## src/rtl/switch_csr_pkg.sv

```systemverilog
// Shared definitions for the switch CSR bridge: the CSR word-address map,
// the CTRL mode encoding, the STATUS bit offsets and the CTRL flush bit.
package switch_csr_pkg;

  // CSR word addresses; PORT[p] lives at PORT_BASE + p
  localparam int CTRL_ADDR   = 0;
  localparam int STATUS_ADDR = 1;
  localparam int PORT_BASE   = 2;

  // STATUS layout: non-empty flags from bit 0, overflow flags from bit 16
  localparam int NE_LSB  = 0;
  localparam int OVF_LSB = 16;

  // CTRL bit that requests a flush; it is acted on but never stored
  localparam int FLUSH_BIT = 31;

  typedef enum logic [1:0] {
    MODE_IDLE       = 2'd0,
    MODE_RUN        = 2'd1,
    MODE_EXPERIMENT = 2'd2,
    MODE_RESERVED   = 2'd3
  } mode_t;

endpackage

```

## src/rtl/meta_fifo.sv

```systemverilog
// Synchronous single-clock FIFO holding egress metadata words for one port.
// Ports:
//   clk, reset_n      clock and synchronous active-low reset
//   i_push, i_data    enqueue request and word
//   i_pop             dequeue request (head advances on the edge)
//   i_flush           empty the FIFO on the next edge; overrides push/pop
//   o_head            word at the head (valid while not empty)
//   o_full, o_empty   occupancy flags
//   o_count           number of stored words
module meta_fifo
  import switch_csr_pkg::*;
#(
  parameter int DATA_W = 32,
  parameter int DEPTH  = 8
) (
  input  logic                       clk,
  input  logic                       reset_n,
  input  logic                       i_push,
  input  logic [DATA_W-1:0]          i_data,
  input  logic                       i_pop,
  input  logic                       i_flush,
  output logic [DATA_W-1:0]          o_head,
  output logic                       o_full,
  output logic                       o_empty,
  output logic [$clog2(DEPTH):0]     o_count
);

  localparam int PTR_W = $clog2(DEPTH);
  localparam int CNT_W = PTR_W + 1;

  logic [DATA_W-1:0] r_mem [DEPTH];
  logic [PTR_W-1:0]  r_wrPtr;
  logic [PTR_W-1:0]  r_rdPtr;
  logic [CNT_W-1:0]  r_count;
  logic              w_doPush;
  logic              w_doPop;

  // A push into a full FIFO is only legal when the head leaves in the same
  // cycle; the slot being written is then the one being read out.
  always_comb begin
    w_doPop  = i_pop & ~o_empty;
    w_doPush = i_push & (~o_full | w_doPop);
  end

  // Storage is not reset; only the pointers and count define validity.
  always_ff @(posedge clk) begin
    if (w_doPush) begin
      r_mem[r_wrPtr] <= i_data;
    end
  end

  // Pointer and count bookkeeping; pointers wrap naturally at DEPTH.
  always_ff @(posedge clk) begin
    if (!reset_n || i_flush) begin
      r_wrPtr <= '0;
      r_rdPtr <= '0;
      r_count <= '0;
    end else begin
      if (w_doPush) begin
        r_wrPtr <= r_wrPtr + PTR_W'(1);
      end
      if (w_doPop) begin
        r_rdPtr <= r_rdPtr + PTR_W'(1);
      end
      case ({w_doPush, w_doPop})
        2'b10:   r_count <= r_count + CNT_W'(1);
        2'b01:   r_count <= r_count - CNT_W'(1);
        default: r_count <= r_count;
      endcase
    end
  end

  assign o_head  = r_mem[r_rdPtr];
  assign o_full  = (r_count == CNT_W'(DEPTH));
  assign o_empty = (r_count == '0);
  assign o_count = r_count;

endmodule

```

## src/rtl/csr_port_bridge.sv

```systemverilog
// CSR bridge between a software register bus and NUM_PORTS switch ports.
// Software writes PORT[p] to strobe a word out to port p, reads PORT[p] to
// pop that port's egress metadata FIFO, and uses CTRL/STATUS for mode,
// flush and sticky overflow flags.
// Ports:
//   clk, reset_n                  clock, synchronous active-low reset
//   chipselect, read, write       bus strobes
//   address, writedata, readdata  bus address/data (readdata registered)
//   in_valid, in_data             per-port egress metadata push
//   out_en, out_data              one-cycle one-hot strobe with data
//   out_ack                       per-port pulse when software pops a word
//   experimenting                 high while mode is MODE_EXPERIMENT
module csr_port_bridge
  import switch_csr_pkg::*;
#(
  parameter int NUM_PORTS  = 4,
  parameter int DATA_W     = 32,
  parameter int FIFO_DEPTH = 8,
  parameter int ADDR_W     = 4
) (
  input  logic                              clk,
  input  logic                              reset_n,
  input  logic                              chipselect,
  input  logic                              read,
  input  logic                              write,
  input  logic [ADDR_W-1:0]                 address,
  input  logic [DATA_W-1:0]                 writedata,
  output logic [DATA_W-1:0]                 readdata,
  input  logic [NUM_PORTS-1:0]              in_valid,
  input  logic [NUM_PORTS-1:0][DATA_W-1:0]  in_data,
  output logic [NUM_PORTS-1:0]              out_en,
  output logic [DATA_W-1:0]                 out_data,
  output logic [NUM_PORTS-1:0]              out_ack,
  output logic                              experimenting
);

  localparam int CNT_W = $clog2(FIFO_DEPTH) + 1;

  mode_t                              r_mode;
  logic [DATA_W-1:0]                  r_readData;
  logic [DATA_W-1:0]                  r_outData;
  logic [NUM_PORTS-1:0]               r_outEn;
  logic [NUM_PORTS-1:0]               r_outAck;
  logic [NUM_PORTS-1:0]               r_overflow;

  logic                               w_rdAcc;
  logic                               w_wrAcc;
  logic                               w_ctrlSel;
  logic                               w_statusSel;
  logic                               w_flush;
  logic [NUM_PORTS-1:0]               w_portSel;
  logic [NUM_PORTS-1:0]               w_push;
  logic [NUM_PORTS-1:0]               w_pop;
  logic [NUM_PORTS-1:0]               w_ovfEvent;
  logic [NUM_PORTS-1:0]               w_ovfClear;
  logic [NUM_PORTS-1:0]               w_full;
  logic [NUM_PORTS-1:0]               w_empty;
  logic [NUM_PORTS-1:0][DATA_W-1:0]   w_head;
  logic [NUM_PORTS-1:0][CNT_W-1:0]    w_count;
  logic [DATA_W-1:0]                  w_status;
  logic [DATA_W-1:0]                  w_readNext;
  logic                               w_unusedCount;

  // Address decode plus per-port push/pop steering. A full FIFO still
  // accepts a push when software pops it in the same cycle.
  always_comb begin
    w_rdAcc     = chipselect & read;
    w_wrAcc     = chipselect & write;
    w_ctrlSel   = (address == ADDR_W'(CTRL_ADDR));
    w_statusSel = (address == ADDR_W'(STATUS_ADDR));
    w_flush     = w_wrAcc & w_ctrlSel & writedata[FLUSH_BIT];
    w_ovfClear  = (w_wrAcc & w_statusSel) ? writedata[OVF_LSB +: NUM_PORTS] : '0;
    w_portSel   = '0;
    w_pop       = '0;
    w_push      = '0;
    w_ovfEvent  = '0;
    for (int p = 0; p < NUM_PORTS; p++) begin
      w_portSel[p]  = (address == ADDR_W'(PORT_BASE + p));
      w_pop[p]      = w_rdAcc & w_portSel[p] & ~w_empty[p];
      w_push[p]     = in_valid[p] & (~w_full[p] | w_pop[p]);
      w_ovfEvent[p] = in_valid[p] & w_full[p] & ~w_pop[p];
    end
  end

  // Read mux; an empty port or unmapped address reads as zero.
  always_comb begin
    w_status                      = '0;
    w_status[NE_LSB +: NUM_PORTS]  = ~w_empty;
    w_status[OVF_LSB +: NUM_PORTS] = r_overflow;
    w_readNext                    = '0;
    if (w_rdAcc) begin
      if (w_ctrlSel) begin
        w_readNext[1:0] = r_mode;
      end else if (w_statusSel) begin
        w_readNext = w_status;
      end else begin
        for (int p = 0; p < NUM_PORTS; p++) begin
          if (w_pop[p]) begin
            w_readNext = w_head[p];
          end
        end
      end
    end
  end

  // Registered bus outputs, strobes, mode and sticky overflow flags.
  // Flush beats everything on the overflow flags; otherwise a new overflow
  // beats a simultaneous write-1-to-clear.
  always_ff @(posedge clk) begin
    if (!reset_n) begin
      r_mode     <= MODE_IDLE;
      r_readData <= '0;
      r_outEn    <= '0;
      r_outData  <= '0;
      r_outAck   <= '0;
      r_overflow <= '0;
    end else begin
      r_readData <= w_readNext;
      r_outAck   <= w_pop;
      r_outEn    <= w_wrAcc ? w_portSel : '0;
      r_outData  <= (w_wrAcc && (|w_portSel)) ? writedata : '0;
      if (w_wrAcc && w_ctrlSel) begin
        r_mode <= mode_t'(writedata[1:0]);
      end
      if (w_flush) begin
        r_overflow <= '0;
      end else begin
        r_overflow <= (r_overflow & ~w_ovfClear) | w_ovfEvent;
      end
    end
  end

  for (genvar g = 0; g < NUM_PORTS; g++) begin : gFifo
    meta_fifo #(
      .DATA_W (DATA_W),
      .DEPTH  (FIFO_DEPTH)
    ) uFifo (
      .clk     (clk),
      .reset_n (reset_n),
      .i_push  (w_push[g]),
      .i_data  (in_data[g]),
      .i_pop   (w_pop[g]),
      .i_flush (w_flush),
      .o_head  (w_head[g]),
      .o_full  (w_full[g]),
      .o_empty (w_empty[g]),
      .o_count (w_count[g])
    );
  end

  // Occupancy counts are not needed by the bridge itself.
  assign w_unusedCount = ^w_count;

  assign readdata      = r_readData;
  assign out_en        = r_outEn;
  assign out_data      = r_outData;
  assign out_ack       = r_outAck;
  assign experimenting = (r_mode == MODE_EXPERIMENT);

endmodule

```

## config.mk

```make
export PLATFORM = sky130hd
export DESIGN_NAME = csr_port_bridge
export DESIGN_NICKNAME = d
export VERILOG_FILES = /design/src/rtl/switch_csr_pkg.sv /design/src/rtl/meta_fifo.sv /design/src/rtl/csr_port_bridge.sv
export SDC_FILE = /design/constraint.sdc
export NUM_CORES = 1
export LEC_CHECK = 0
export ABC_AREA = 1
export BUFFER_PORTS_ARGS = -buffer_cell sky130_fd_sc_hd__buf_2
export CORE_MARGIN = 4
export CORE_UTILIZATION = 57
export CTS_BUF_LIST = sky130_fd_sc_hd__clkbuf_4
export CTS_CLUSTER_DIAMETER = 200
export DETAILED_ROUTE_END_ITERATION = 6
export GPL_ROUTABILITY_DRIVEN = 1
export PLACE_DENSITY_LB_ADDON = 0.12
export RECOVER_POWER = 100
export SYNTH_ARGS = -nofsm -noshare
export SYNTH_HDL_FRONTEND = slang
export SYNTH_SLANG_ARGS = --single-unit
```

## constraint.sdc

```tcl
create_clock -name clk -period 2.8 [get_ports clk]
set_clock_uncertainty 0.05 [all_clocks]
set_input_delay 0.42 -clock clk [delete_from_list [all_inputs] [get_ports clk]]
set_output_delay 0.42 -clock clk [all_outputs]
set_load 0.05 [all_outputs]
```

==> flow_metrics.tcl <==
set metrics [dict create \
    synth_edf_count 1024 \
    drt_iter0_drc 3208 \
    cts_tree "done" \
    worstSetupStartpointType "primary input" \
    grt_overflow 0 \
    cellLeakagePower_nw 19.9 \
    hp-class "in -> reg" \
    wl_per_cell_um 21.0 \
    pin_count 246 \
    whs_ns 0.188 \
    synth_area_leaders "edfxtp_1, nor2_1, dfxtp_1, nand2_1, nand3_1" \
    grt_pass1_wl_um 184000 \
    drv_slew 0 \
    worst_pin_slew_ns 0.901 \
    die_w_um 291 \
    p_per_area_nw_per_um2 640 \
    synthFlopType "edfxtp_1" \
    slew_headroom_pct 40.2 \
    htree_num_levels 5 \
    num_rows 103 \
    yosysSeqAreaShare_pct 73.3 \
    grt_start_max_net_pins 129 \
    numCtsBuffers 307 \
    clkTransAtPathRegs_ns 0.06 \
    required_ns 3.77 \
    fmax_mhz 358 \
    crit_type "in -> reg" \
    portBuffers 245 \
    r2r-end "readdata[1]" \
    avgSynthCellArea_um2 11.9 \
    cap_violations 0 \
    yosys.area.top_type_share_pct 67.6 \
    ff2ff_setup_slack_ns 0.08 \
    grtUsageTotal_pct 28.5 \
    synth_common_cells "edfxtp_1, nor2_1, nand2_1" \
    fin_setup_tns_ns 0 \
    min_path_cells 4 \
    routed_wl_um 122000 \
    vias 32300 \
    switching_power_mw 7.56 \
    max-clock-path-buffers 4 \
    timing.final.crit_share_pct 99.9 \
    gp_congestion 0.817 \
    fillers 5753 \
    ant_nets 0 \
    cp_max_fo 38 \
    cts_root_buf "clkbuf_4" \
    post-route-min-period_ns 2.80 \
    grt_setup_unrepaired "no" \
    swShare_pct 21.6 \
    synthCells 3832 \
    setup_violations 0 \
    die_area_um2 84400 \
    endpoint_kind "register" \
    p_clk_share_pct 40.8 \
    ir_drop_uv 381 \
    via_per_inst 5.54 \
    p_total_mw 35.0 \
    place_hpwl_um 69500 \
    reg2regPathDepth 11 \
    synth_seq_cells 1154 \
    nets 4767 \
    seqPwrFrac_pct 54.8 \
    clkLatencyLatePin_ns 1.08 \
    yosysMostFrequentCell "edfxtp_1" \
    route.detailed.drc 0 \
    drtPass1Iterations 6 \
    syn2layout_area_growth_pct 20.4 \
    ys_types 37 \
    grt_pass1_vias 31400 \
    hold_end "out_data[0]" \
    finalHoldViolations 0 \
    worstHoldStart "writedata[0]" \
    placed_cells 5008 \
    fp.coreArea_um2 79000 \
    final_layout_size_suffix_gt1_share_pct 14.3 \
    status "complete, no violations" \
    die_h_um 291 \
    start_util_pct 57.6 \
    p_int_mw 27.5 \
    cp_data_arrival_time_ns 3.77 \
    synth_top_cell_by_area "edfxtp_1" \
    p_comb_share_pct 4.3 \
    synth_area_um2 45500 \
    ys_async_sr_fraction_pct 0 \
    antenna_found_initial 15 \
    synth_fp_nets 4025 \
    clock_sinks 1154 \
    finalNonFillerCells 5829 \
    synth_warnings 0 \
]
-- metrics by stage --
step	util [%]	area, um^2	setup slack, ns
2_1_floorplan	-	45600	-0.214
3_3_place_gp	61.5	48600	0.157
3_5_place_dp	61.5	48600	0.0839
4_1_cts	70.1	55400	0.124
5_1_grt	69.3	54800	0.00322
6_report	69.3	54800	0.00324
-- worst max-delay path: stages --
cell           delay (ns)
dlygate4sd3_1        0.54
buf_2                0.11
nand2_1              0.06
dlygate4sd3_1        0.61
inv_2                0.10
nand3_2              0.13
nor2_4               0.18
buf_12               0.24
nand3_1              0.32
nand4_1              0.28
nor2_1               0.06
nor2_1               0.10
dlygate4sd3_1        0.56
-- power by group through the flow --
stage          combinational [mW]  sequential (mW)  clock (mW)
2_1_floorplan               0.583             19.6           0
3_3_place_gp                 1.24             19.6           0
3_5_place_dp                 1.26             19.6           0
4_1_cts                      1.58             19.2        14.6
5_1_grt                      1.67             19.2        15.6
6_report                     1.52             19.2        14.3
-- state kept, by name (all words and copies together), names as in the netlist, named ones only --
name / flops
r_overflow: 4
gFifo.uFifo.r_wrPtr: 12
out_data: 32
out_ack: 4
gFifo.uFifo.r_rdPtr: 12
gFifo.uFifo.r_mem: 1024
gFifo.uFifo.o_count: 16
readdata: 32
r_mode: 2
out_en: 4
-- cell families (layout without fill, tap and decap cells) --
logic type	Yosys count	count (layout)	synth area share, %
buf+inv	336	1269	3.51
fa+ha+maj	20	20	0.550
compound gates	560	560	6.79
flops	1154	1154	73.3
simple gates	1756	1756	15.7
xor+xnor	6	6	0.115
other cells	0	14	0
-- how the worst max path moves through the flow --
stage	from	depth (start not counted)	to
floorplan	address[1]	9	gFifo[2].uFifo.r_mem[1][0]
global placement	address[1]	15	gFifo[2].uFifo.o_count[2]
detailed placement	address[1]	15	gFifo[2].uFifo.o_count[2]
CTS	address[1]	17	gFifo[2].uFifo.o_count[2]
global route	read	13	gFifo[1].uFifo.r_mem[7][25]
finish	read	13	readdata[1]
-- timing repair --
item / 4_1_cts / 5_1_grt
gates resized for setup: 0 / 4
setup buffers: 0 / 1
hold buffers: 307 / 0
endpoints found under the setup margin: 0 / 2
endpoints found under the hold margin: 1121 / 0
-- area by class of cell --
class                           count  area [um^2]  area share, %
Inverter                          118          453          0.827
Clock buffer                      449         3370           6.15
Sequential cell                  1154        33400           60.9
Multi-Input combinational cell   2342        10700           19.5
Clock inverter                     51          353          0.644
Tap cell                         1050         1310           2.40
Antenna cell                       14         35.0         0.0640
Timing Repair Buffer              651         5170           9.45
-- layer usage --
metal | wire length [um] | share of wire [%] | track usage, % | vias up
li1 | - | - | - | 15100
met1 | 50400 | 41 | 39.7 | 15500
met2 | 57700 | 47 | 44.8 | 1437
met3 | 11000 | 9.0 | 6.80 | 183
met4 | 3100 | 2.5 | 9.88 | 8
met5 | 55 | 0.045 | 0 | -
-- placed cells by master, fill, tap and decap left out, types with 6 or more instances in the layout --
cell and count:
edfxtp_1 1024, nor2_1 732, nand2_1 592, clkbuf_4 466, nand3_1 390, o21ai_0 365
dlygate4sd3_1 306, clkbuf_1 178, dfxtp_1 122, inv_1 105, o211ai_1 86, buf_2 70
a21oi_1 55, clkinv_1 38, buf_4 36, o22ai_1 31, buf_12 28, nor2_4 22
ha_1 19, diode_2 14, o21ai_1 14, inv_2 13, clkbuf_2 10, bufinv_16 6
No activity file was read; power rests on OpenSTA's default activity.
